### config.mk
export PLATFORM = sky130hd
export DESIGN_NAME = rca_seq_ctrl
export DESIGN_NICKNAME = d
export VERILOG_FILES = /design/src/rtl/rca_seq_pkg.sv /design/src/rtl/rca_seq_ctrl_rippleca.sv /design/src/rtl/rca_seq_ctrl.sv
export SDC_FILE = /design/constraint.sdc
export NUM_CORES = 1
export LEC_CHECK = 0
export CAP_MARGIN = 10
export CORE_MARGIN = 5
export CORE_UTILIZATION = 50
export DETAILED_ROUTE_END_ITERATION = 8
export PLACE_DENSITY_LB_ADDON = 0.12
export SKIP_CTS_REPAIR_TIMING = 1
export SYNTH_ARGS = -nofsm -noshare
export SYNTH_HDL_FRONTEND = slang
export SYNTH_SLANG_ARGS = --single-unit
### constraint.sdc
create_clock -name clk -period 4.35 [get_ports clk]
set_input_delay 0.435 -clock clk [delete_from_list [all_inputs] [get_ports clk]]
set_output_delay 0.435 -clock clk [all_outputs]
set_load 0.01 [all_outputs]
### src/rtl/rca_seq_pkg.sv
// Shared types and constants for the nibble-serial ripple-carry add sequencer.
package rca_seq_pkg;

  typedef enum logic [1:0] {
    IDLE = 2'd0,
    RUN  = 2'd1,
    DONE = 2'd2
  } state_t;

  localparam int NIB_BITS = 4;

endpackage

### src/rtl/rca_seq_ctrl_rippleca.sv
// rippleca: the shared 4-bit ripple-carry adder stepped by rca_seq_ctrl.
module rippleca (
  input  logic [3:0] a,
  input  logic [3:0] b,
  input  logic       cin,
  output logic [3:0] sum,
  output logic       cout
);

  logic [4:0] w_c;

  always_comb begin
    w_c    = '0;
    sum    = '0;
    w_c[0] = cin;
    for (int unsigned i = 0; i < 4; i++) begin
      sum[i]     = a[i] ^ b[i] ^ w_c[i];
      w_c[i + 1] = (a[i] & b[i]) | (w_c[i] & (a[i] ^ b[i]));
    end
    cout = w_c[4];
  end

endmodule

### src/rtl/rca_seq_ctrl.sv
// WIDTH-bit adder built by stepping one rippleca instance over the nibbles, LSB first.
// Define RCA_SEQ_OVF_EN to add the registered signed-overflow output ovf.
module rca_seq_ctrl
  import rca_seq_pkg::*;
#(
  parameter int WIDTH = 16
) (
  input  logic             clk,
  input  logic             rst_n,
  input  logic             in_valid,
  output logic             in_ready,
  input  logic [WIDTH-1:0] a,
  input  logic [WIDTH-1:0] b,
  input  logic             cin,
  output logic             out_valid,
  input  logic             out_ready,
  output logic [WIDTH-1:0] sum,
  output logic             cout,
  output logic             busy
`ifdef RCA_SEQ_OVF_EN
  ,
  output logic             ovf
`endif
);

  localparam int NIB   = WIDTH / NIB_BITS;
  localparam int IDX_W = (NIB > 1) ? $clog2(NIB) : 1;

  state_t                r_state;
  logic [WIDTH-1:0]      r_a;
  logic [WIDTH-1:0]      r_b;
  logic                  r_carry;
  logic [IDX_W-1:0]      r_idx;

  logic [NIB_BITS-1:0]   w_a_nib;
  logic [NIB_BITS-1:0]   w_b_nib;
  logic [NIB_BITS-1:0]   w_sum_nib;
  logic                  w_cout_nib;
  logic                  w_last;

  always_comb begin
    w_a_nib = '0;
    w_b_nib = '0;
    for (int unsigned i = 0; i < NIB; i++) begin
      if (r_idx == IDX_W'(i)) begin
        w_a_nib = r_a[i*NIB_BITS +: NIB_BITS];
        w_b_nib = r_b[i*NIB_BITS +: NIB_BITS];
      end
    end
  end

  assign w_last = (r_idx == IDX_W'(NIB - 1));

  rippleca u_add (
    .a    (w_a_nib),
    .b    (w_b_nib),
    .cin  (r_carry),
    .sum  (w_sum_nib),
    .cout (w_cout_nib)
  );

`ifdef RCA_SEQ_OVF_EN
  // Carry into the MSB is recovered from the top bit's sum: c3 = a3 ^ b3 ^ s3.
  logic w_ovf;
  assign w_ovf = (w_a_nib[NIB_BITS-1] ^ w_b_nib[NIB_BITS-1] ^ w_sum_nib[NIB_BITS-1]) ^ w_cout_nib;
`endif

  always_ff @(posedge clk or negedge rst_n) begin
    if (!rst_n) begin
      r_state   <= IDLE;
      r_a       <= '0;
      r_b       <= '0;
      r_carry   <= 1'b0;
      r_idx     <= '0;
      in_ready  <= 1'b1;
      out_valid <= 1'b0;
      busy      <= 1'b0;
      sum       <= '0;
      cout      <= 1'b0;
`ifdef RCA_SEQ_OVF_EN
      ovf       <= 1'b0;
`endif
    end else begin
      case (r_state)
        IDLE: begin
          if (in_valid && in_ready) begin
            r_a      <= a;
            r_b      <= b;
            r_carry  <= cin;
            r_idx    <= '0;
            in_ready <= 1'b0;
            busy     <= 1'b1;
            r_state  <= RUN;
          end
        end
        RUN: begin
          for (int unsigned i = 0; i < NIB; i++) begin
            if (r_idx == IDX_W'(i)) begin
              sum[i*NIB_BITS +: NIB_BITS] <= w_sum_nib;
            end
          end
          r_carry <= w_cout_nib;
          if (w_last) begin
            cout      <= w_cout_nib;
`ifdef RCA_SEQ_OVF_EN
            ovf       <= w_ovf;
`endif
            r_idx     <= '0;
            out_valid <= 1'b1;
            r_state   <= DONE;
          end else begin
            r_idx <= r_idx + IDX_W'(1);
          end
        end
        DONE: begin
          // A request presented here waits: in_ready only rises on the IDLE entry edge.
          if (out_ready) begin
            out_valid <= 1'b0;
            busy      <= 1'b0;
            in_ready  <= 1'b1;
            r_state   <= IDLE;
          end
        end
        default: begin
          r_state <= IDLE;
        end
      endcase
    end
  end

endmodule

# Yosys cells after proc, flatten, opt, wreduce, memory -nomap -nowiden
# Index checks and enable logic that the tools add are counted.
[word_totals]
reg_bits = 57
input_bits = 37
output_inout_bits = 20
elab_cells = 82
[classes]
n_addsub = 1
eq_ne = 8
mux = 25
n_bitwise = 20
reduce_logical = 15
[ops]
columns = ["cell", "count"]
rows = [
  ["2-to-1 mux 4 bit", 8],
  ["AND reduction 2 bit", 6],
  ["2-to-1 mux 2 bit", 5],
  ["AND reduction 3 bit", 3],
  ["AND 1 bit", 8],
  ["case mux 1 bit (2 select lines)", 4],
  ["bitwise XOR 1 bit", 8],
  ["equality test 2 bit, second input constant", 3],
  ["2-to-1 mux 1 bit", 6],
  ["!= test 2 bit, second input constant", 3],
  ["case mux 2 bit (3 select lines)", 1],
  ["nonzero test 2 bit", 3],
  ["equality test 2 x 1 -> 1 bit, second input constant", 2],
  ["zero test 2 bit", 2],
  ["OR 1 bit", 4],
  ["case mux 2 bit (2 select lines)", 1],
  ["adder 2 x 1 -> 2 bit, second input constant", 1],
  ["logical AND 1 bit", 1],
]

# Depth between registers and ports, before layout
# Gate-level depths: netlist (run 1).
[depth]
depth_word = 15
mapped_depth = 13
mapped_depth_nobuf = 11

# Cells and area by module
# A second synthesis (run 1) with hierarchy kept.
[hier_totals]
cells_unflattened = 213
hier_area_um2 = 2802.7
[by_module_without_submodules]
columns = ["mod", "instances", "cells_each", "area_per_inst_um2", "seq_area_each_um2"]
rows = [
  ["rca_seq_ctrl", 1, 199, 2685.1, 1427.6],
  ["rippleca", 1, 14, 117.6, 0.0],
]

# Worst setup path after synthesis (run 1)
# Ideal clock, no wire load.
[synth_timing]
kind = "register to register"
startpoint = "reg r_idx[0]"
endpoint = "reg sum[11]"
setup_time_ns = 0.125
t_arrival_ns = 3.023
required_time_ns = 4.225
slack_ns = 1.203
path_stages_with_launch = 14
path_buffers = 2
synth_period_minus_slack_ns = 3.147
cell_sequence = "dfrtp_1 -> inv_1 -> ha_1 -> clkbuf_1 -> buf_2 -> a21oi_1 -> o21ai_0 -> a22oi_1 -> fa_1 -> inv_1 -> fa_1 -> fa_1 -> fa_1 -> mux2_2"
[synth_between]
elab_chain_cells = 13
elab_cells_between_ends = 27
classes_between = "eq/ne (3); mux (8); bitwise (14); reduce/logical (2)"
[synth_rtl]
columns = ["element", "line_no", "text"]
rows = [
  ["from (decl)", "rca_seq_ctrl.sv:33", "logic [IDX_W-1:0] r_idx;"],
  ["from (signal assigned)", "rca_seq_ctrl.sv:112", "r_idx <= r_idx + IDX_W'(1);"],
  ["zero test 2 bit", "rca_seq_ctrl.sv:45", "if (r_idx == IDX_W'(i)) begin"],
  ["2-to-1 mux 4 bit (4 in series)", "rca_seq_ctrl.sv:45", ""],
  ["bitwise XOR 1 bit", "rca_seq_ctrl_rippleca.sv:18", "w_c[i + 1] = (a[i] & b[i]) | (w_c[i] & (a[i] ^ b[i]));"],
  ["AND 1 bit", "rca_seq_ctrl_rippleca.sv:18", ""],
  ["OR 1 bit", "rca_seq_ctrl_rippleca.sv:18", ""],
  ["AND 1 bit", "rca_seq_ctrl_rippleca.sv:18", ""],
  ["OR 1 bit", "rca_seq_ctrl_rippleca.sv:18", ""],
  ["AND 1 bit", "rca_seq_ctrl_rippleca.sv:18", ""],
  ["OR 1 bit", "rca_seq_ctrl_rippleca.sv:18", ""],
  ["bitwise XOR 1 bit *", "rca_seq_ctrl_rippleca.sv:17", "sum[i] = a[i] ^ b[i] ^ w_c[i];"],
  ["named net u_add.sum[3]", "rca_seq_ctrl_rippleca.sv:6", "output logic [3:0] sum,"],
  ["to (signal, indexed assignment)", "rca_seq_ctrl.sv:99", "sum[i*NIB_BITS +: NIB_BITS] <= w_sum_nib;"],
  ["to (decl)", "rca_seq_ctrl.sv:17", "output logic [WIDTH-1:0] sum,"],
]
# Mark *: on every way through the listed nets, which the timed path passes. The rest lies on a longest branch.
# A chain may end at the register's enable or synchronous reset.

# Worst setup path in the final report (run 1)
[layout_timing]
startpoint = "reg r_idx[0]"
endpoint = "reg sum[3]"
# The elaborated chain is that of the path after synthesis.

==> results of run 1 <==
worst register-to-register path, stage by stage (launching register included):
cell and delay (ps):
dfrtp_1 400, inv_1 90, ha_1 390, a21oi_1 200, o21ai_0 100, a22oi_1 240, fa_1 230, inv_1 50
fa_1 370, fa_1 400, fa_1 510, mux2_2 290
stage by stage:
stage / utilization (%) / hold slack, ps
2_1_floorplan: - / 139
3_3_place_gp: 63.4 / 459
3_5_place_dp: 63.4 / 473
4_1_cts: 67.4 / 257
5_1_grt: 67.4 / 305
6_report: 67.4 / 242
placed cells by master (no fill, tap or decap), types with 2 or more instances in the layout:
cell             count
dfrtp_1             56
a21oi_1             15
inv_1               12
a22oi_1              2
mux2_4              24
a22o_1               4
nand2b_1             2
nand2_1             20
clkdlybuf4s50_1     55
o31ai_1              4
a221oi_1             2
o21ai_0             11
nand3b_1             3
mux2_1               2
ha_1                 4
buf_4                3
mux2_2              13
nor2b_1              3
fa_1                 4
clkbuf_1             2
clkbuf_8            12
o21ai_1              8
Yosys cell counts, drive strengths merged (2+ instances only):
master and n:
nor2b 4, a22o 4, mux2 39, dfrtp 56, nand2 20, a21oi 15, nand2b 2, fa 4
buf 11, o31ai 4, nand3b 4, clkbuf 2, a22oi 2, a221oi 2, ha 4, o21ai 19
inv 12
logic make-up after synthesis:
kind of cell	share of synthesized area [%]
and+or+nand+nor	7.04
muxes	19.6
buffers and inverters	4.91
adders and majority gates	4.82
AOI/OAI and AO/OA	10.8
DFF	52.8
flip-flops by register name, indices dropped and copies added (netlist names):
| register | flops |
|---|---|
| r_a | 16 |
| r_b | 16 |
| sum | 16 |
| r_idx | 2 |
| r_state | 2 |
| busy | 1 |
| cout | 1 |
| in_ready | 1 |
| out_valid | 1 |
| r_carry | 1 |
final timing paths:
check	slack [ps]	startpoint	end	depth (start not counted)
hold reg to reg	480	busy$_DFFE_PN0P_	busy$_DFFE_PN0P_	1
hold / removal	240	rst_n	r_state[1]$_DFFE_PN0P_	2
max in group asynchronous	3650	rst_n	r_b[0]$_DFFE_PN0P_	2
setup / recovery	960	r_idx[0]$_DFFE_PN0P_	sum[3]$_DFFE_PN0P_	11
min in group clk	480	busy$_DFFE_PN0P_	busy$_DFFE_PN0P_	1
setup reg to reg	960	r_idx[0]$_DFFE_PN0P_	sum[3]$_DFFE_PN0P_	11
area by class of cell:
| class | instances | area, sq um | area share [%] |
|---|---|---|---|
| flip-flops and latches | 57 | 1430 | 40.9 |
| inverters | 12 | 45.0 | 1.29 |
| clock inverters | 2 | 35.0 | 1.00 |
| repair buffers | 59 | 578 | 16.6 |
| clock buffers | 14 | 173 | 4.95 |
| well taps | 70 | 87.6 | 2.51 |
| multi-input cells | 131 | 1140 | 32.7 |
power groups by stage:
stage,combinational (W),clock [W],sequential (W)
5_1_grt,0.0000486,0.000544,0.000530
3_3_place_gp,0.0000448,0,0.000540
3_5_place_dp,0.0000456,0,0.000540
4_1_cts,0.0000457,0.000518,0.000530
6_report,0.0000444,0.000506,0.000530
2_1_floorplan,0.00000141,0,0.000540
per-layer routing:
layer  up-vias  track usage [%]  share of wire (%)
met4         0             7.46                1.8
met1       864             21.0                 46
met3         9             4.74                6.6
met5         -                0                  0
li1        857                -                  -
met2        59             25.0                 46
==> summary.md, run 1 <==
| Metric | Value |
|---|---|
| Seq/Total Area, Yosys | 52.8% |
| Reg power frac | 49.1% |
| Avg Synthesized Cell Area | 12.7 sq um |
| Post-Route Skew | 5.60 ps |
| Worst-margin pin slew | 1070 ps |
| DR WL/cell | 15.7 um |
| Setup violations, final | 0 |
| Leakage power | 1.63 nW |
| DRT antenna net count | 0 |
| Synthesis warning total | 0 |
| Htree depth | 3 |
| GR Overflow Total | 0 |
| Vias post-DR | 1789 |
| Ant. Diodes | 0 |
| Crit path cell chain | inv_1 > ha_1 > a21oi_1 > o21ai_0 > a22oi_1 > fa_1 > inv_1 > fa_1 > fa_1 > fa_1 > mux2_2 |
| Die ar. | 6980 sq um |
| Critical Path RT | 4560 ps |
| Final Hold Viols | 0 |
| Pin count of the biggest net entering global routing | 58 |
| Synth unique cells | 32 |
| Die height | 83.5 um |
| Yosys top cell by area | dfrtp_1 |
| CTS Buf Count | 9 |
| TritonRoute pass-1 iters | 4 |
| Layout Area Growth over Synthesis | 29.1% |
| CTS max path bufs | 2 |
| I/O Buffers | 56 |
| Clock Power Share | 46.8% |
| Initial antenna violation count | 0 |
| Final WS setup | 964 ps |
| Critical path data arrival time | 3600 ps |
| Nets | 315 |
| Drt first-iter violations | 91 |
| Via-to-Cell Ratio | 5.19 |
| Max Transition Viols Final | 0 |
| Placed cell area | 3280 sq um |
| Finished Layout Cells | 345 |
| Synthesized flop and latch total | 57 |
| Final wirelength | 5.40 mm |
| Switching fraction of total power | 19.4% |
| Pwr dens | 310 nW/um^2 |
| CP max FO | 17 |
| Routability Congestion | 0.769 |
| Kind of cell adding the most delay to the critical path | adder cells |
| Slew Limit Headroom | 28.6% |
| Clock latency at the later pin of the worst-skew pair | 330 ps |
| Fill cells | 371 |
| Worst-path clk slew | 60 ps |
| DRC Markers | 0 |
| Cell mode on critical path | fa_1 |
| Post-place setup slack | 1010 ps |
| Core footprint | 5170 sq um |
| Final Critical Period | 3390 ps |
| Setup CP Type | reg2reg |
| Die width | 83.5 um |
| Hold Crit Class | in2async |
| Asr flop ratio synth | 100% |
| RSZ-0062 raised after global routing | no |
| Clock root buffer | clkbuf_8 |
| Final TNS setup | 0 ps |
| Net Count, Synth | 258 |
| Startpoint class of the critical path | flip-flop |
| Total Power | 0.00108 W |
| Worst Setup End Kind | flip-flop |
| Logic pwr share | 4.1% |
| CP max stage delay | 510 ps |
| Site Rows | 26 |
| Most used DFF post-synth | dfrtp_1 |
| EDFF count, synth | 0 |
| Vias in the first global route | 1781 |
| Top-level port count | 57 |
| Outcome | finished, final reports clean |
| Share of layout cells above drive strength 1 | 21.5% |
| Global-route wire length before repair | 8.89 mm |
| Int Pwr | 0.000870 W |
| Buf/Inv on CP | 2 |
| Mapped Area | 2700 sq um |
| Slowest stage cell, crit path | fa_1 |
| Gr usage total | 16.2% |
| Synth top area cells | dfrtp_1 (52%), mux2_4 (13%), mux2_2 (5.4%) |
| Clk sinks | 57 |
| Post-Syn Instances | 213 |
| VDD IR-drop max | 192 uV |
| Top cell type's share of synthesized area | 51.9% |
| Final Cycle Share | 77.8% |
| Max-cap violations | 0 |
| P_sw | 0.000210 W |
| Dpl hpwl | 3.91 mm |
| Post-route cell area | 3490 sq um |
| Initial core utilization | 52.2% |
| Max Freq | 295 MHz |
| CTS tree | done |
| Placed cells | 329 |
No activity file was read; power rests on OpenSTA's default activity.
==> run 2: changes to the inputs <==
Settings changed: CORE_UTILIZATION 50 to 46.
Clock period 4.35 ns to 2.98 ns, I/O delays scaled along.
==> run 2 against run 1 <==
Net effect:
- the run now ends with hold timing left
- fmax increased by 18%
- sequential power increased by 46%
- critical path type unchanged
- critical endpoint is now sum[11]$_DFFE_PN0P_
- routed wire length increased by 0.54%
==> summary.md, run 2 (synthesized netlist as in run 1, its figures left out) <==
| Metric | Value |
|---|---|
| Outcome | complete, but fails checks |
| Failing checks | hold timing |
| Dpl hpwl | 4.26 mm |
| Slowest stage cell, crit path | fa_2 |
| Vias in the first global route | 1891 |
| Drt first-iter violations | 53 |
| DRC Markers | 0 |
| Core footprint | 5820 sq um |
| Max Freq | 349 MHz |
| Ant. Diodes | 0 |
| Die ar. | 7510 sq um |
| P_sw | 0.000306 W |
| Htree depth | 3 |
| Worst hold slack | -19.1 ps |
| Util after Layout | 61.9% |
| Routability Congestion | 0.745 |
| Worst-path clk slew | 60 ps |
| Setup CP Type | reg2reg |
| CTS Buf Count | 9 |
| Global-route wire length before repair | 9.43 mm |
| Leakage power | 1.66 nW |
| Reg power frac | 53.9% |
| Clock Power Share | 41.6% |
| Final Cycle Share | 96.3% |
| Final wirelength | 5.43 mm |
| CTS tree | done |
| TritonRoute pass-1 iters | 4 |
| Layout Area Growth over Synthesis | 33.1% |
| Via-to-Cell Ratio | 5.06 |
| CP max FO | 6 |
| Worst Setup End Kind | flip-flop |
| Clock root buffer | clkbuf_8 |
| DRT antenna net count | 0 |
| GR Overflow Total | 0 |
| Setup violations, final | 0 |
| CP max stage delay | 460 ps |
| Die height | 86.7 um |
| Initial antenna violation count | 0 |
| Most frequent cells in the layout | dfrtp_1 (55), clkdlybuf4s50_1 (55), mux2_4 (25) |
| Logic pwr share | 4.5% |
| Int Pwr | 0.00113 W |
| Hold Crit Class | in2async |
| Largest regs | r_a x16, r_b x16, sum x16 |
| Switching fraction of total power | 21.3% |
| Vias post-DR | 1816 |
| Post-Route Skew | 8.17 ps |
| Clock latency at the later pin of the worst-skew pair | 330 ps |
| Critical Path RT | 3200 ps |
| Critical path data arrival time | 3080 ps |
| Nets | 325 |
| Slew Limit Headroom | 57.8% |
| DR WL/cell | 15.1 um |
| Buf/Inv on CP | 2 |
| Die width | 86.7 um |
| RSZ-0062 raised after global routing | no |
| Share of layout cells above drive strength 1 | 29.6% |
| Max-cap violations | 0 |
| Clk sinks | 57 |
| Kind of cell adding the most delay to the critical path | adder cells |
| Site Rows | 28 |
| Fill cells | 522 |
| Pin count of the biggest net entering global routing | 30 |
| CTS max path bufs | 2 |
| Gr usage total | 16.5% |
| Cell mode on critical path | fa_2 |
| Worst-margin pin slew | 632 ps |
| I/O Buffers | 56 |
| Initial core utilization | 46.5% |
| VDD IR-drop max | 248 uV |
| Top-level port count | 57 |
| Startpoint class of the critical path | flip-flop |
| Final Hold Viols | 21 |
| Crit path cell chain | buf_4 > ha_4 > a21oi_2 > o21ai_1 > a22oi_2 > fa_2 > inv_2 > fa_2 > fa_2 > fa_2 > mux2_4 |
| Final Critical Period | 2870 ps |
| Pwr dens | 399 nW/um^2 |
| Max Transition Viols Final | 0 |
## run 2: cell count changes in the layout (fill, tap and decap cells not counted), sizes merged
cell / before / now
clkbuf: 14 / 11
clkinv: 1 / 4
buf: 4 / 14
bufinv: 1 / 0
## run 2: metal layers
layer  vias up  part of all wire, %  GRT usage (%)
li1        872                    -              -
met4         0                  1.0           8.07
met3         6                  6.1           3.61
met5         -                    0              0
met2        49                   45           24.3
met1       889                   47           23.1
## run 2: final cells by class
class | count | area, sq um | share of cell area, %
flip-flops and latches | 57 | 1430 | 39.7
clock inverters | 4 | 20.0 | 0.556
inverters | 12 | 45.0 | 1.25
multi-input cells | 131 | 1200 | 33.4
repair buffers | 69 | 666 | 18.5
clock buffers | 11 | 141 | 3.93
well taps | 75 | 93.8 | 2.61
## run 2: worst reg2reg max path, delay by kind of cell (launching register included)
family,cells,cell delay (ps)
adder cells (fa/ha/maj),5,1570
flip-flops,1,380
AO/OA/AOI/OAI,3,340
multiplexers,1,280
buffers and inverters,2,190
## run 2: worst paths after layout
kind,to,slack [ps],from,cells after the start
min,busy$_DFFE_PN0P_,-20,rst_n,1
max in group asynchronous,sum[9]$_DFFE_PN0P_,2190,rst_n,2
min in group clk,sum[4]$_DFFE_PN0P_,480,sum[4]$_DFFE_PN0P_,2
min reg2reg,sum[4]$_DFFE_PN0P_,480,sum[4]$_DFFE_PN0P_,2
max,sum[11]$_DFFE_PN0P_,110,r_idx[1]$_DFFE_PN0P_,11
max reg2reg,sum[11]$_DFFE_PN0P_,110,r_idx[1]$_DFFE_PN0P_,11
## run 2: power groups by stage
| stage | Combinational, W | Clock [W] | Sequential (W) |
|---|---|---|---|
| after detailed placement | 0.0000663 | 0 | 0.000788 |
| after global routing | 0.0000717 | 0.000653 | 0.000773 |
| final | 0.0000644 | 0.000598 | 0.000774 |
| after global placement | 0.0000656 | 0 | 0.000788 |
| after floorplan | 0.00000205 | 0 | 0.000788 |
| after CTS | 0.0000664 | 0.000617 | 0.000774 |
## run 2: metrics by stage
| stage | setup TNS, ps | power (W) | area, sq um | instances | setup WS (ps) |
|---|---|---|---|---|---|
| after floorplan | -306 | 0.000790 | 2760 | 213 | -79.0 |
| after global placement | 0 | 0.000854 | 3410 | 343 | 35.9 |
| after detailed placement | -132 | 0.000854 | 3410 | 343 | -37.3 |
| after CTS | -153 | 0.00146 | 3570 | 358 | -43.0 |
| after global routing | 0 | 0.00150 | 3600 | 359 | 12.4 |
| final | 0 | 0.00144 | 3600 | 359 | 112 |
==> RTL change, RTL diff (settings of run 1) <==
Set the parameter `WIDTH` to 32 (it was 16).
--- a/src/rtl/rca_seq_ctrl.sv
+++ b/src/rtl/rca_seq_ctrl.sv
@@ -3,7 +3,7 @@
 module rca_seq_ctrl
   import rca_seq_pkg::*;
 #(
-  parameter int WIDTH = 16
+  parameter int WIDTH = 32
 ) (
   input  logic             clk,
   input  logic             rst_n,
Ports: changed (resized a, b and sum); port bits go from 57 to 105. The function was not compared with the original's and may differ.
==> RTL change against run 1 <==
  * Count of clock-buffer cells in the layout down 5
  * Worst setup slack worse by 0.44 ns
  * Critical path depth up 1
  * Area after synthesis up 81%
  * Routed wire length up 110%
  * First-iteration DRC count up 89%
  * Power up 55%
  * Sequential cell count up 49
  * Design area up 78%
  * Utilization down 3.2 points
  * Critical path type unchanged
  * Largest cell class unchanged
  * Largest power group unchanged
==> RTL change: results (changes against run 1) <==
metric	value	unit	change
final worst setup slack	0.527	ns	was 0.964 ns
GRT met3 Usage	3.61	%	was 4.74%
met1 demand-to-capacity share in global routing	28.2	%	was 21.0%
biggest area contributors in the synthesized netlist	dfrtp_1 (54%), mux2_2 (16%), nand2_1 (4.1%)		was dfrtp_1 (52%), mux2_4 (13%), mux2_2 (5.4%)
length in cells of the worst reg-to-reg path	12		was 11
clock group power	0.612	mW	was 0.506 mW
Power Total	1.68	mW	was 1.08 mW
net count after synthesis	506		was 258
top post-synthesis cells by count	dfrtp_1 (105), mux2_2 (70), nand2_1 (53)		was dfrtp_1 (56), mux2_4 (24), nand2_1 (20)
Starting DRT DRC Count	172		was 91
actual slew at the worst max-slew pin	0.911	ns	was 1.07 ns
Worst IR Drop VDD	0.000143	V	was 0.000192 V
filler cell count in the final layout	805		was 371
largest net degree at the start of global routing	88		was 58
largest registers	r_a (32), r_b (32), sum (32)		was r_a (16), r_b (16), sum (16)
adder and majority cell fraction of the synthesized area	3.16	%	was 4.81%
first drt pass iteration count	5		was 4
vias in the first global route	3698		was 1781
Post-layout nets	603		was 315
data arrival time at the worst-slack endpoint	4.07	ns	was 3.60 ns
clock skew	0.0138	ns	was 0.00560 ns
number of distinct standard cells referenced by the synthesized netlist	39		was 32
wire length of the first global-routing pass	18800	um	was 8890 um
total number of vias	3527		was 1789
IO Port Bufs	104		was 56
total net switching power	0.369	mW	was 0.210 mW
sequential fraction of the synthesis area	54.1	%	was 52.8%
combinational group share of total power	4.9	%	was 4.1%
met3 wirelength from detailed routing	609	um	was 356 um
overall routing resource usage	20.3	%	was 16.2%
hpwl dp	8500	um	was 3910 um
endpoint of the most critical setup path	sum[19]$_DFFE_PN0P_		was sum[3]$_DFFE_PN0P_
share of the synthesized area in compound gates (AO/OA/AOI/OAI)	11.1	%	was 10.8%
layout cell share with drive strength beyond 1	18.3	%	was 21.5%
run status	complete, no violations		unchanged
total routed wire length on the met1 layer	5140	um	was 2480 um
static leakage	2.89	nW	was 1.63 nW
post-place setup slack	0.542	ns	was 1.01 ns
wire per inst	17.2	um	was 15.7 um
routed wl met2	5440	um	was 2470 um
max incr delay on CP	0.58	ns	was 0.51 ns
clock slew at the register clock pins of the worst setup and hold paths	0.11	ns	was 0.06 ns
Placed Instance Area	6020	um2	was 3280 um2
## RTL change: changes by cell type after synthesis, moves of 6 or more
| cell | delta |
|---|---|
| a32oi_1 | +6 |
| mux2_2 | +57 |
| inv_1 | +10 |
| nor2b_1 | +9 |
| a31oi_1 | +6 |
| o21ai_1 | -8 |
| dfrtp_1 | +49 |
| o211ai_1 | +6 |
| o21ai_0 | +20 |
| nor2_1 | +14 |
| nand3_1 | +6 |
| mux2_4 | -24 |
| nor3b_1 | +7 |
| nand2_1 | +33 |
## RTL change: through the flow
step                      hold slack [ns]  utilization (%)  std cells
after floorplan                     0.139                -        427
after global placement              0.461             62.2        646
after detailed placement            0.470             62.2        646
after CTS                           0.206             64.2        662
after global routing                0.247             64.2        662
final                               0.165             64.2        662
## RTL change: final cells by class
class	count	area, um2	area share [%]
flip-flops and latches	106	2650	42.7
inverters	23	86.3	1.39
clock inverters	7	75.1	1.21
well taps	133	166	2.67
multi-input cells	273	2020	32.5
clock buffers	9	124	1.99
repair buffers	111	1090	17.5
